<file path="config.mk">
export PLATFORM = sky130hd
export DESIGN_NAME = uart_rx
export DESIGN_NICKNAME = d
export VERILOG_FILES = /design/src/rtl/uart_pkg.sv /design/src/rtl/uart_sync2.sv /design/src/rtl/uart_rx.sv
export SDC_FILE = /design/constraint.sdc
export NUM_CORES = 1
export LEC_CHECK = 0
export BUFFER_PORTS_ARGS = -buffer_cell sky130_fd_sc_hd__buf_4
export CELL_PAD_IN_SITES_DETAIL_PLACEMENT = 1
export CELL_PAD_IN_SITES_GLOBAL_PLACEMENT = 1
export CORE_MARGIN = 2
export CORE_UTILIZATION = 25
export CTS_CLUSTER_DIAMETER = 150
export DETAILED_ROUTE_END_ITERATION = 8
export GPL_ROUTABILITY_DRIVEN = 0
export PLACE_DENSITY = 0.51
export SYNTH_ARGS = -nofsm -noshare
export SYNTH_HDL_FRONTEND = slang
export SYNTH_SLANG_ARGS = --single-unit
</file>
<file path="constraint.sdc">
create_clock -name clk -period 1.9 [get_ports clk]
set_input_delay 0.475 -clock clk [delete_from_list [all_inputs] [get_ports clk]]
set_output_delay 0.475 -clock clk [all_outputs]
set_load 0.02 [all_outputs]
</file>
<file path="src/rtl/uart_pkg.sv">
// Shared types and constants for the UART receiver.
// The optional 8E1 frame (parity state and parity_err port) is enabled by
// defining UART_RX_PARITY_EN. The PARITY enum value always exists so that the
// state encoding does not change between builds.
package uart_pkg;

    typedef enum logic [2:0] {
        IDLE,
        START,
        DATA,
        PARITY,
        STOP,
        BREAK
    } rx_state_t;

    localparam int   DATA_BITS  = 8;
    localparam logic IDLE_LEVEL = 1'b1;

    // Width of a counter that runs 0..clocks_per_bit-1, at least one bit wide.
    function automatic int timer_width(input int clocks_per_bit);
        return (clocks_per_bit > 2) ? $clog2(clocks_per_bit) : 1;
    endfunction

endpackage

</file>
<file path="src/rtl/uart_sync2.sv">
// Two-flop synchroniser for an asynchronous single-bit input.
// RESET_VAL sets the value both flops take during reset, so an idle-high line
// does not look like a falling edge when reset is released.
module uart_sync2 #(
    parameter logic RESET_VAL = 1'b0
) (
    input  logic clk,
    input  logic rst,
    input  logic d,
    output logic q
);

    logic meta;

    // Shift the async input through two flops before anything uses it.
    always_ff @(posedge clk or posedge rst) begin
        if (rst) begin
            meta <= RESET_VAL;
            q    <= RESET_VAL;
        end else begin
            // NOTE: non-blocking assignments make both flops sample their
            // pre-edge inputs; blocking here would collapse them into one flop.
            meta <= d;
            q    <= meta;
        end
    end

endmodule

</file>
<file path="src/rtl/uart_rx.sv">
// UART receiver: recovers 8N1 bytes (LSB first) from ser_rx, timed by clk_en.
// Define UART_RX_PARITY_EN for 8E1 frames with an even-parity check and a
// parity_err pulse; the default build is 8N1 without the parity_err port.
module uart_rx
    import uart_pkg::*;
#(
    parameter int clocks_per_bit = 4
) (
    input  logic                 clk,
    input  logic                 rst,
    input  logic                 clk_en,
    input  logic                 ser_rx,
    output logic                 out_valid,
    output logic [DATA_BITS-1:0] out_data,
    output logic                 frame_err,
`ifdef UART_RX_PARITY_EN
    output logic                 parity_err,
`endif
    output logic                 busy
);

    localparam int TW = timer_width(clocks_per_bit);
    localparam int BW = $clog2(DATA_BITS);

    localparam logic [TW-1:0] BIT_END  = TW'(clocks_per_bit - 1);
    localparam logic [TW-1:0] HALF_END = TW'((clocks_per_bit / 2) - 1);
    localparam logic [BW-1:0] LAST_BIT = BW'(DATA_BITS - 1);

    rx_state_t            state;
    logic [TW-1:0]        timer;
    logic [BW-1:0]        bit_idx;
    logic [DATA_BITS-1:0] shreg;
    logic                 rx_s;
    logic                 bit_done;
`ifdef UART_RX_PARITY_EN
    logic                 par_bit;
`endif

    uart_sync2 #(
        .RESET_VAL (IDLE_LEVEL)
    ) u_sync (
        .clk (clk),
        .rst (rst),
        .d   (ser_rx),
        .q   (rx_s)
    );

    // A full bit period has elapsed on this enabled cycle.
    assign bit_done = clk_en && (timer == BIT_END);

    // Busy whenever a frame (or a held-low break) is in progress.
    assign busy = (state != IDLE);

    // Receive state machine; every state change waits for clk_en.
    always_ff @(posedge clk or posedge rst) begin
        if (rst) begin
            state     <= IDLE;
            timer     <= '0;
            bit_idx   <= '0;
            shreg     <= '0;
            out_valid <= 1'b0;
            out_data  <= '0;
            frame_err <= 1'b0;
`ifdef UART_RX_PARITY_EN
            par_bit    <= 1'b0;
            parity_err <= 1'b0;
`endif
        end else begin
            out_valid <= 1'b0;
            frame_err <= 1'b0;
`ifdef UART_RX_PARITY_EN
            parity_err <= 1'b0;
`endif
            if (clk_en) begin
                case (state)
                    IDLE: begin
                        if (rx_s != IDLE_LEVEL) begin
                            state <= START;
                            timer <= '0;
                        end
                    end
                    // Re-check the start bit half a bit later to reject glitches.
                    START: begin
                        if (timer == HALF_END) begin
                            timer <= '0;
                            if (rx_s != IDLE_LEVEL) begin
                                state   <= DATA;
                                bit_idx <= '0;
                            end else begin
                                state <= IDLE;
                            end
                        end else begin
                            timer <= timer + 1'b1;
                        end
                    end
                    // Half a bit was used in START, so these samples are mid-bit.
                    DATA: begin
                        if (bit_done) begin
                            timer   <= '0;
                            shreg   <= {rx_s, shreg[DATA_BITS-1:1]};
                            bit_idx <= bit_idx + 1'b1;
                            if (bit_idx == LAST_BIT) begin
`ifdef UART_RX_PARITY_EN
                                state <= PARITY;
`else
                                state <= STOP;
`endif
                            end
                        end else begin
                            timer <= timer + 1'b1;
                        end
                    end
`ifdef UART_RX_PARITY_EN
                    PARITY: begin
                        if (bit_done) begin
                            timer   <= '0;
                            par_bit <= rx_s;
                            state   <= STOP;
                        end else begin
                            timer <= timer + 1'b1;
                        end
                    end
`endif
                    STOP: begin
                        if (bit_done) begin
                            timer <= '0;
                            if (rx_s == IDLE_LEVEL) begin
                                state <= IDLE;
`ifdef UART_RX_PARITY_EN
                                if (^{shreg, par_bit} == 1'b0) begin
                                    out_valid <= 1'b1;
                                    out_data  <= shreg;
                                end else begin
                                    parity_err <= 1'b1;
                                end
`else
                                out_valid <= 1'b1;
                                out_data  <= shreg;
`endif
                            end else begin
                                frame_err <= 1'b1;
                                state     <= BREAK;
                            end
                        end else begin
                            timer <= timer + 1'b1;
                        end
                    end
                    // Hold off until the line returns to idle so a stuck-low
                    // line reports a single framing error.
                    BREAK: begin
                        if (rx_s == IDLE_LEVEL) begin
                            state <= IDLE;
                        end
                    end
                    default: begin
                        state <= IDLE;
                    end
                endcase
            end
        end
    end

endmodule

</file>
==> results_dict.tcl, run 1 <==
set metrics [dict create \
    status "complete, no violations" \
    yosys_most_used_dff "sky130_fd_sc_hd__dfrtp_1" \
    dp_hpwl_mm 1.94 \
    synth_async_sr_flop_share_pct 100 \
    delay_heaviest_family_cp "flip-flops" \
    post_synth_xor_area_fraction_pct 0 \
    final.min_clock_period_ps 1840 \
    grt_antenna_before_repair 0 \
    number_of_buffers_created_by_cts 3 \
    synthAdderAreaFrac_pct 4.56 \
    num_vias 921 \
    share_of_the_clock_period_used_by_the_worst_path_pct 96.9 \
    cts.root.buffer_cell "sky130_fd_sc_hd__clkbuf_8" \
    drt_drc_violations_left 0 \
    cell_types_with_the_highest_counts_after_synthesis "26 x sky130_fd_sc_hd__dfrtp_1, 9 x sky130_fd_sc_hd__mux2_1, 8 x sky130_fd_sc_hd__inv_1" \
    placement.cell_area_um2 1580 \
    setup_total_negative_slack_ps 0 \
    initial_utilization_pct 26.3 \
    synth.ff_latch_count 28 \
    critical_path_peak_fanout 10 \
    clkTransAtPathRegs_ps 90 \
    drv_cap 0 \
    synth_enable_flop_cells 0 \
    critical_path_class "reg2out" \
    totalPowerFinal_w 0.00160 \
    timing.reg2reg.worst_path_depth 5 \
    largest_net_degree_at_the_start_of_global_routing 29 \
    count_of_final_max_slew_check_failures 0 \
    syn-mean-instance-area_um2 12.1 \
    placement.io_buffers 14 \
    r2r_end "out_data[0]" \
    yosysWarnings 0 \
    p_per_area_nw_per_um2 956 \
    die_height_um 78.1 \
    synth_compound_area_share_pct 9.76 \
    synth.lib_cells_used.distinct 40 \
    worstSetupStartpointType "register" \
    cpPeakStageDelay_ps 450 \
    simple_gate_fraction_of_synth_area_pct 13.8 \
    avgRoutedWirePerCell_um 13.2 \
    setup.worst_path.end_class "output port" \
    crit_path_top_delay_cell "sky130_fd_sc_hd__dfrtp_2" \
    count_of_standard_cell_rows 26 \
    routed_wl_mm 2.70 \
    clock_insertion_delay_worst_skew_ps 270 \
    fraction_of_met1_tracks_used_by_global_routing_pct 12.3 \
    fin_skew_ps 2.14 \
    via_count_of_the_first_global_routing_pass 972 \
    synthesis.instances 113 \
    crit_path_cell_chain "buf_6, or3_1, buf_4" \
    synthTopCellsByArea "sky130_fd_sc_hd__dfrtp_1 47%, sky130_fd_sc_hd__mux2_1 7.4%, sky130_fd_sc_hd__mux2_2 5.7%" \
    achievable-frequency_mhz 543 \
    gr-max-usage-layer "met2" \
    critical_path_arrival_ps 1370 \
    slew_headroom_pct 76.5 \
    seq_area_frac_synth_pct 51.3 \
    hold_path_class "in2async" \
    clock_tree.htree_level_count 1 \
    seqCellArea_um2 704 \
    grt_first_pass_wirelength_mm 4.65 \
    area_growth_pct 22.2 \
    synth_largest_area_cell "sky130_fd_sc_hd__dfrtp_1" \
    syn-num-nets 122 \
    yosys.cell_count.top_type "sky130_fd_sc_hd__dfrtp_1" \
    final_net_count 144 \
    detail_routed_via_count_per_cell 4.51 \
    layout.cell_area.non_filler_um2 1680 \
    layout-drive-gt1-share_pct 32.8 \
    synthMuxAreaShare_pct 16.1 \
    dieArea_um2 6090 \
    crit_path_buf_inv_count 2 \
    crit-reg2reg-launch "timer[1]" \
    regToRegSetupSlack_ps 220 \
    drt_iter0_markers 20 \
    gr-usage-met2_pct 16.3 \
    num-fill-cells 597 \
    hold_violations 0 \
    grt_use_total_pct 9.58 \
    clkSinkCount 28 \
    global_route.usage.met3_pct 1.49 \
    drtAntennaViolNets 0 \
    dr.pass1.iters 4 \
    synth_top_family_by_area "multiplexers" \
    tightestPinTransition_ps 353 \
    multi_input_comb_area_um2 606 \
    vdd.ir_drop.worst_uv 292 \
    total_inserted_antenna_cells 0 \
    p_leak_nw 0.827 \
    top_level_pins 15 \
    grt_remaining_overflow 0 \
    worst_ep_required_time_ps 1420 \
    synth_top_cell_area_share_pct 47.4 \
    timing.final.setup_violations 0 \
    syn-cell-area_um2 1370 \
    cts_tree "built" \
    core_region_area_um2 5200 \
    die_x_um 78.1 \
    clock_path_buffers 2 \
]
worst register-to-register path: cells and delay by family, from the launching register on:
kind                       cells  cell delay [ps]
DFF                            1              410
muxes                          1              340
and+or+nand+nor                2              340
adders and majority gates      1              280
buffers and inverters          1              200
cells by family (layout without fill, tap and decap cells):
kind of cell,Yosys count,after routing
buf+inv,14,35
flops,28,28
mux,20,20
simple gates,27,27
compound gates,19,19
fa+ha+maj,5,5
registers in the layout, summed over array words and instances, names as in the netlist:
signal / cells
bit_idx: 3
frame_err: 1
out_data: 8
out_valid: 1
shreg: 8
state: 3
timer: 2
u_sync.meta: 1
u_sync.q: 1
cells in the final DEF (no fill, tap or decap), types with 2 or more instances in the layout:
cell                         n
sky130_fd_sc_hd__o21ai_0     6
sky130_fd_sc_hd__mux2i_1     4
sky130_fd_sc_hd__dfrtp_1    25
sky130_fd_sc_hd__a2bb2oi_1   2
sky130_fd_sc_hd__nand3b_1    2
sky130_fd_sc_hd__nor2_1      2
sky130_fd_sc_hd__a21oi_1     2
sky130_fd_sc_hd__dfstp_2     2
sky130_fd_sc_hd__clkbuf_8    3
sky130_fd_sc_hd__o21a_1      2
sky130_fd_sc_hd__mux2_2      7
sky130_fd_sc_hd__mux2_1      9
sky130_fd_sc_hd__buf_4      22
sky130_fd_sc_hd__inv_1       8
sky130_fd_sc_hd__nand2_1     7
sky130_fd_sc_hd__ha_1        5
cell type report:
cell class	instances	area share [%]
multi-input cells	71	36.1
flip-flops and latches	28	42.0
well taps	70	5.23
clock inverters	1	1.79
repair buffers	23	10.5
inverters	8	1.79
clock buffers	3	2.46
power by group:
group          total, W  switching, W  internal, W
sequential     0.000712     0.0000618     0.000650
clock          0.000457      0.000176     0.000282
combinational  0.000433      0.000220     0.000213
layer usage:
| layer | vias to the layer above | part of all wire, % |
|---|---|---|
| met5 | - | 0 |
| met4 | 0 | 0.52 |
| met3 | 2 | 3.4 |
| met2 | 13 | 49 |
| met1 | 465 | 47 |
| li1 | 441 | - |
how the worst max path moves through the flow:
| stage | start | to | slack [ps] | depth (start not counted) |
|---|---|---|---|---|
| 2_1_floorplan | state[0] | busy | 330 | 3 |
| 3_3_place_gp | state[1] | shreg[1] | 260 | 3 |
| 3_5_place_dp | timer[1] | out_data[0] | 230 | 5 |
| 4_1_cts | state[0] | busy | 5 | 3 |
| 5_1_grt | state[0] | busy | -3 | 3 |
| 6_report | state[0] | busy | 60 | 3 |
per-stage QoR:
step                util [%]  worst slack (ps)  cells  hold WS, ps
floorplan                  -               330    113          345
CTS                     31.8              5.30    202          270
global route            32.2             -2.86    204          277
global placement        30.4               258    198          347
finish                  32.2              58.9    204          264
detailed placement      30.4               226    198          348
repair_timing:
item / CTS / global route
resized for setup: 0 / 2
endpoints found under the setup margin: 0 / 1
buffers inserted: 0 / 2
hold buffers: 0 / 0
Note: power is estimated with default switching activity, not from simulation.
==> run 2: changes to the inputs <==
Settings changed: RECOVER_POWER set to 50.
==> run 2 against run 1 <==
Sequential share of layout area is 0.25 points higher. Critical path depth stayed put. Die area stayed put. Maximum frequency hardly changed. Count of clock-buffer cells in the layout stayed put. Critical path type unchanged. Largest power group unchanged.
==> results_dict.tcl, run 2 (synthesis gave the netlist of run 1 again) <==
set metrics [dict create \
    slew_headroom_pct 54.0 \
    num-fill-cells 597 \
    crit_path_cell_chain "buf_6, or3_1, buf_4" \
    p_per_area_nw_per_um2 961 \
    critical_path_class "reg2out" \
    total_inserted_antenna_cells 0 \
    grt_remaining_overflow 0 \
    drv_cap 0 \
    number_of_buffers_created_by_cts 3 \
    layout-drive-gt1-share_pct 31.3 \
    place_ws_ps 226 \
    dp_hpwl_mm 1.94 \
    final_net_count 144 \
    clock_tree.htree_level_count 1 \
    critical_path_peak_fanout 10 \
    tightestPinTransition_ps 690 \
    via_count_of_the_first_global_routing_pass 972 \
    die_height_um 78.1 \
    setup_total_negative_slack_ps 0 \
    dieArea_um2 6090 \
    drtAntennaViolNets 0 \
    hold-path-cell-count 1 \
    count_of_final_max_slew_check_failures 0 \
    routed_wl_mm 2.69 \
    grt_antenna_before_repair 0 \
    drt_iter0_markers 20 \
    cts.root.buffer_cell "sky130_fd_sc_hd__clkbuf_8" \
    grt_use_total_pct 9.58 \
    final.min_clock_period_ps 1840 \
    critical_path_arrival_ps 1370 \
    crit_path_buf_inv_count 2 \
    area_growth_pct 21.4 \
    timing.final.setup_violations 0 \
    delay_heaviest_family_cp "flip-flops" \
    num_vias 921 \
    count_of_standard_cell_rows 26 \
    drt_drc_violations_left 0 \
    seqCellArea_um2 704 \
    status "complete, no violations" \
    commonest_cells_after_routing_fill_and_taps_aside "25 x sky130_fd_sc_hd__dfrtp_1, 17 x sky130_fd_sc_hd__buf_4, 9 x sky130_fd_sc_hd__mux2_1" \
    grt_first_pass_wirelength_mm 4.65 \
    topRoutingLayerUsed "met4" \
    top_level_pins 15 \
    met2_length_mm 1.32 \
    multi_input_comb_area_um2 606 \
    clkSinkCount 28 \
    cpPeakStageDelay_ps 450 \
    worstSetupStartpointType "register" \
    layout_setup_ws_ps 59.1 \
    holdCritStartpoint "ser_rx" \
    worst_hold_path.endpoint "u_sync.meta" \
    clkTransAtPathRegs_ps 90 \
    dr_wl_met3_um 88 \
    die_x_um 78.1 \
    crit_path_top_delay_cell "sky130_fd_sc_hd__dfrtp_2" \
    regToRegSetupSlack_ps 220 \
    hold_path_class "in2reg" \
    clock_path_buffers 2 \
    hold_buffers 0 \
    core_region_area_um2 5200 \
    placement.io_buffers 14 \
    worst_ep_required_time_ps 1420 \
    fin_skew_ps 2.23 \
    timing.reg2reg.worst_path_depth 5 \
    vdd.ir_drop.worst_uv 292 \
    largest_net_degree_at_the_start_of_global_routing 29 \
    largestRegisters "out_data x8, shreg x8" \
    initial_utilization_pct 26.3 \
    hold_violations 0 \
    crit-reg2reg-launch "timer[1]" \
    detail_routed_via_count_per_cell 4.51 \
    share_of_the_clock_period_used_by_the_worst_path_pct 96.9 \
    layout_commonest_cell "sky130_fd_sc_hd__dfrtp_1" \
    achievable-frequency_mhz 543 \
    p_leak_nw 0.818 \
    r2r_end "out_data[0]" \
    cts_tree "built" \
    clock_insertion_delay_worst_skew_ps 270 \
    setup.worst_path.end_class "output port" \
    m1WireLength_mm 1.27 \
    dr.pass1.iters 4 \
    avgRoutedWirePerCell_um 13.2 \
    totalPowerFinal_w 0.00160 \
]
## run 2: through the flow
| stage | hold slack (ps) | utilization [%] | std cells | instance area [um^2] |
|---|---|---|---|---|
| global placement | 347 | 30.4 | 198 | 1580 |
| global route | 279 | 32.0 | 204 | 1670 |
| finish | 307 | 32.0 | 204 | 1670 |
| floorplan | 345 | - | 113 | 1370 |
| CTS | 270 | 31.8 | 202 | 1660 |
| detailed placement | 348 | 30.4 | 198 | 1580 |
## run 2: repair_timing
item                                    4_1_cts  5_1_grt
setup buffers                                 0        2
gates resized for setup                       0        2
hold endpoints to repair                      0        0
endpoints found under the setup margin        0        1
## run 2: power by group
| group | leakage (nW) | internal [W] | switching (W) |
|---|---|---|---|
| Sequential | 0.378 | 0.000650 | 0.0000618 |
| Combinational | 0.404 | 0.000212 | 0.000220 |
| Clock | 0.0357 | 0.000282 | 0.000176 |
| Total | 0.818 | 0.00114 | 0.000458 |
## run 2: how the worst max path moves through the flow
| stage | endpoint | startpoint | cells past startpoint | slack (ps) |
|---|---|---|---|---|
| 6_report | busy | state[0] | 3 | 60 |
| 5_1_grt | busy | state[0] | 3 | -3 |
| 4_1_cts | busy | state[0] | 3 | 5 |
| 3_5_place_dp | out_data[0] | timer[1] | 5 | 230 |
| 3_3_place_gp | shreg[1] | state[1] | 3 | 260 |
| 2_1_floorplan | busy | state[0] | 3 | 330 |
## run 2: metal layers
metal  vias up  track usage [%]
li1        441                -
met1       465             12.3
met2        13             16.3
met3         2             1.49
met4         0             3.51
met5         -                0
## run 2: final cells by class
class	instances	share of cell area, %
Timing Repair Buffer	23	9.99
Tap cell	70	5.26
Inverter	8	1.80
Sequential cell	28	42.3
Multi-Input combinational cell	71	36.4
Clock buffer	3	2.48
Clock inverter	1	1.80
==> run 3: changes to the inputs <==
Settings changed: CORE_UTILIZATION 25 to 46, PLACE_DENSITY 0.51 to 0.82.
==> run 3 against run 2 <==
First-iteration DRC count up 15%. Total power up 2.1%. Critical path depth unchanged. Core utilization up 27 points. Final cell count down 16%. Flip-flop and latch count unchanged. Global-route usage up 9.9 points. Final area down 0.53%. Largest cell class unchanged.
==> results_dict.tcl, run 3 (synthesis gave the netlist of run 1 again) <==
set metrics [dict create \
    grt_remaining_overflow 0 \
    die_height_um 58.6 \
    slew_headroom_pct 62.1 \
    hold_violations 0 \
    tightestPinTransition_ps 568 \
    share_of_the_clock_period_used_by_the_worst_path_pct 97.2 \
    detail_routed_via_count_per_cell 5.52 \
    setup.worst_path.end_class "output port" \
    count_of_final_max_slew_check_failures 0 \
    critical_path_arrival_ps 1370 \
    setup_total_negative_slack_ps 0 \
    hold_path_class "in2async" \
    dp_hpwl_mm 2.09 \
    timing.final.setup_violations 0 \
    largestRegisters "out_data x8, shreg x8" \
    final_net_count 151 \
    p_leak_nw 0.837 \
    internal_power_w 0.00113 \
    power_switching_share_pct 30.7 \
    commonest_cells_after_routing_fill_and_taps_aside "23 x sky130_fd_sc_hd__dfrtp_1, 22 x sky130_fd_sc_hd__buf_4, 9 x sky130_fd_sc_hd__mux2_1" \
    crit-reg2reg-launch "state[1]" \
    finish.utilization_pct 59.1 \
    achievable-frequency_mhz 542 \
    total_inserted_antenna_cells 0 \
    area_growth_pct 20.8 \
    power_frac_comb_pct 31.4 \
    timing.reg2reg.worst_path_depth 5 \
    drt_drc_violations_left 0 \
    drtAntennaViolNets 0 \
    top_level_pins 15 \
    avgRoutedWirePerCell_um 17.1 \
    regToRegSetupSlack_ps 110 \
    worstSetupStartpointType "register" \
    drv_cap 0 \
    fin_skew_ps 12.4 \
    drt_iter0_markers 23 \
    initial_utilization_pct 48.9 \
    delay_heaviest_family_cp "flip-flops" \
    status "complete, no violations" \
    clkTransAtPathRegs_ps 160 \
    cts_tree "built" \
    vdd.ir_drop.worst_uv 489 \
    layout_commonest_cell "sky130_fd_sc_hd__dfrtp_1" \
    clock_path_buffers 2 \
    num_vias 950 \
    totalPowerFinal_w 0.00163 \
    num-fill-cells 294 \
    worst_ep_required_time_ps 1420 \
    p_per_area_nw_per_um2 987 \
    crit_path_top_delay_cell "sky130_fd_sc_hd__dfrtp_2" \
    clock_tree.htree_level_count 1 \
    rsz0062_at_grt "false" \
    die_x_um 58.6 \
    placement.io_buffers 14 \
    count_of_standard_cell_rows 19 \
    number_of_buffers_created_by_cts 3 \
    most_frequent_cell_on_critical_path "sky130_fd_sc_hd__buf_6" \
    grt_first_pass_wirelength_mm 4.91 \
    share_seq_of_total_power_pct 44.1 \
    p_sw_w 0.000502 \
    largest_net_degree_at_the_start_of_global_routing 17 \
    grt_antenna_before_repair 0 \
    cts.root.buffer_cell "sky130_fd_sc_hd__clkbuf_4" \
    layout-drive-gt1-share_pct 35.5 \
    clock_insertion_delay_worst_skew_ps 350 \
    critical_path_class "reg2out" \
    dr.pass1.iters 4 \
    dieArea_um2 3430 \
    routed_wl_mm 2.95 \
    crit_path_cell_chain "buf_6, or3_4, buf_6" \
    critical_path_peak_fanout 5 \
    clkSinkCount 28 \
    power.clock.fraction_pct 24.5 \
    via_count_of_the_first_global_routing_pass 1002 \
    cpPeakStageDelay_ps 440 \
    final.min_clock_period_ps 1850 \
    r2r_end "state[1]" \
    core_region_area_um2 2810 \
    grt_use_total_pct 19.5 \
    crit_path_buf_inv_count 2 \
]
==> run 3: cell count changes in the layout (fill, tap and decap cells not counted), sizes merged <==
cell | previous run | this run
buf | 18 | 24
clkbuf | 8 | 9
==> run 3: cell type report <==
type                       instances  area, um^2  share of cell area (%)
sequential                        28         707                    42.7
clock buffer                       3        22.5                    1.36
inverter                           8        30.0                    1.81
tap                               31        38.8                    2.34
timing repair buffer              30         218                    13.1
multi-input combinational         71         611                    36.9
clock inverter                     1        30.0                    1.81
==> run 3: routing by layer <==
metal	vias up	track usage [%]	wire length, um
met4	0	9.09	34
met2	14	31.8	1500
li1	449	-	-
met3	4	4.40	74
met1	483	24.8	1340
met5	-	0	0
==> run 3: how the worst max path moves through the flow <==
stage | startpoint | slack (ps) | depth (start not counted) | endpoint
CTS | state[2] | 10 | 3 | busy
global route | state[2] | 2 | 3 | busy
floorplan | state[0] | 330 | 3 | busy
global placement | state[0] | 240 | 3 | shreg[7]
detailed placement | state[0] | 160 | 5 | bit_idx[2]
finish | state[2] | 50 | 3 | busy
==> run 3: timing repair <==
| action | CTS | global route |
|---|---|---|
| endpoints found under the setup margin | 1 | 1 |
| setup buffers | 1 | 8 |
| hold buffers | 0 | 0 |
| gates resized for setup | 3 | 3 |
==> run 3: metrics by stage <==
| stage | instance area (um^2) | hold slack (ps) | setup WS [ps] | instances |
|---|---|---|---|---|
| 3_5_place_dp | 1540 | 353 | 158 | 159 |
| 2_1_floorplan | 1370 | 345 | 330 | 113 |
| 4_1_cts | 1600 | 148 | 10.4 | 164 |
| 6_report | 1660 | 142 | 54.1 | 172 |
| 3_3_place_gp | 1540 | 346 | 244 | 159 |
| 5_1_grt | 1660 | 174 | 1.67 | 172 |
==> run 3: power by group through the flow <==
stage	clock network, W	registers, W	logic [W]
floorplan	0	0.000690	0.000314
global placement	0	0.000734	0.000355
detailed placement	0	0.000743	0.000377
CTS	0.000412	0.000734	0.000378
global route	0.000432	0.000730	0.000570
finish	0.000400	0.000721	0.000514
==> run 3: worst register-to-register path, stage by stage, from the launching register on <==
cell                      delay [ps]
sky130_fd_sc_hd__dfrtp_2         480
sky130_fd_sc_hd__buf_4           160
sky130_fd_sc_hd__or3b_4          270
sky130_fd_sc_hd__o21ai_2          80
sky130_fd_sc_hd__or4_1           450
sky130_fd_sc_hd__o21ai_0         260
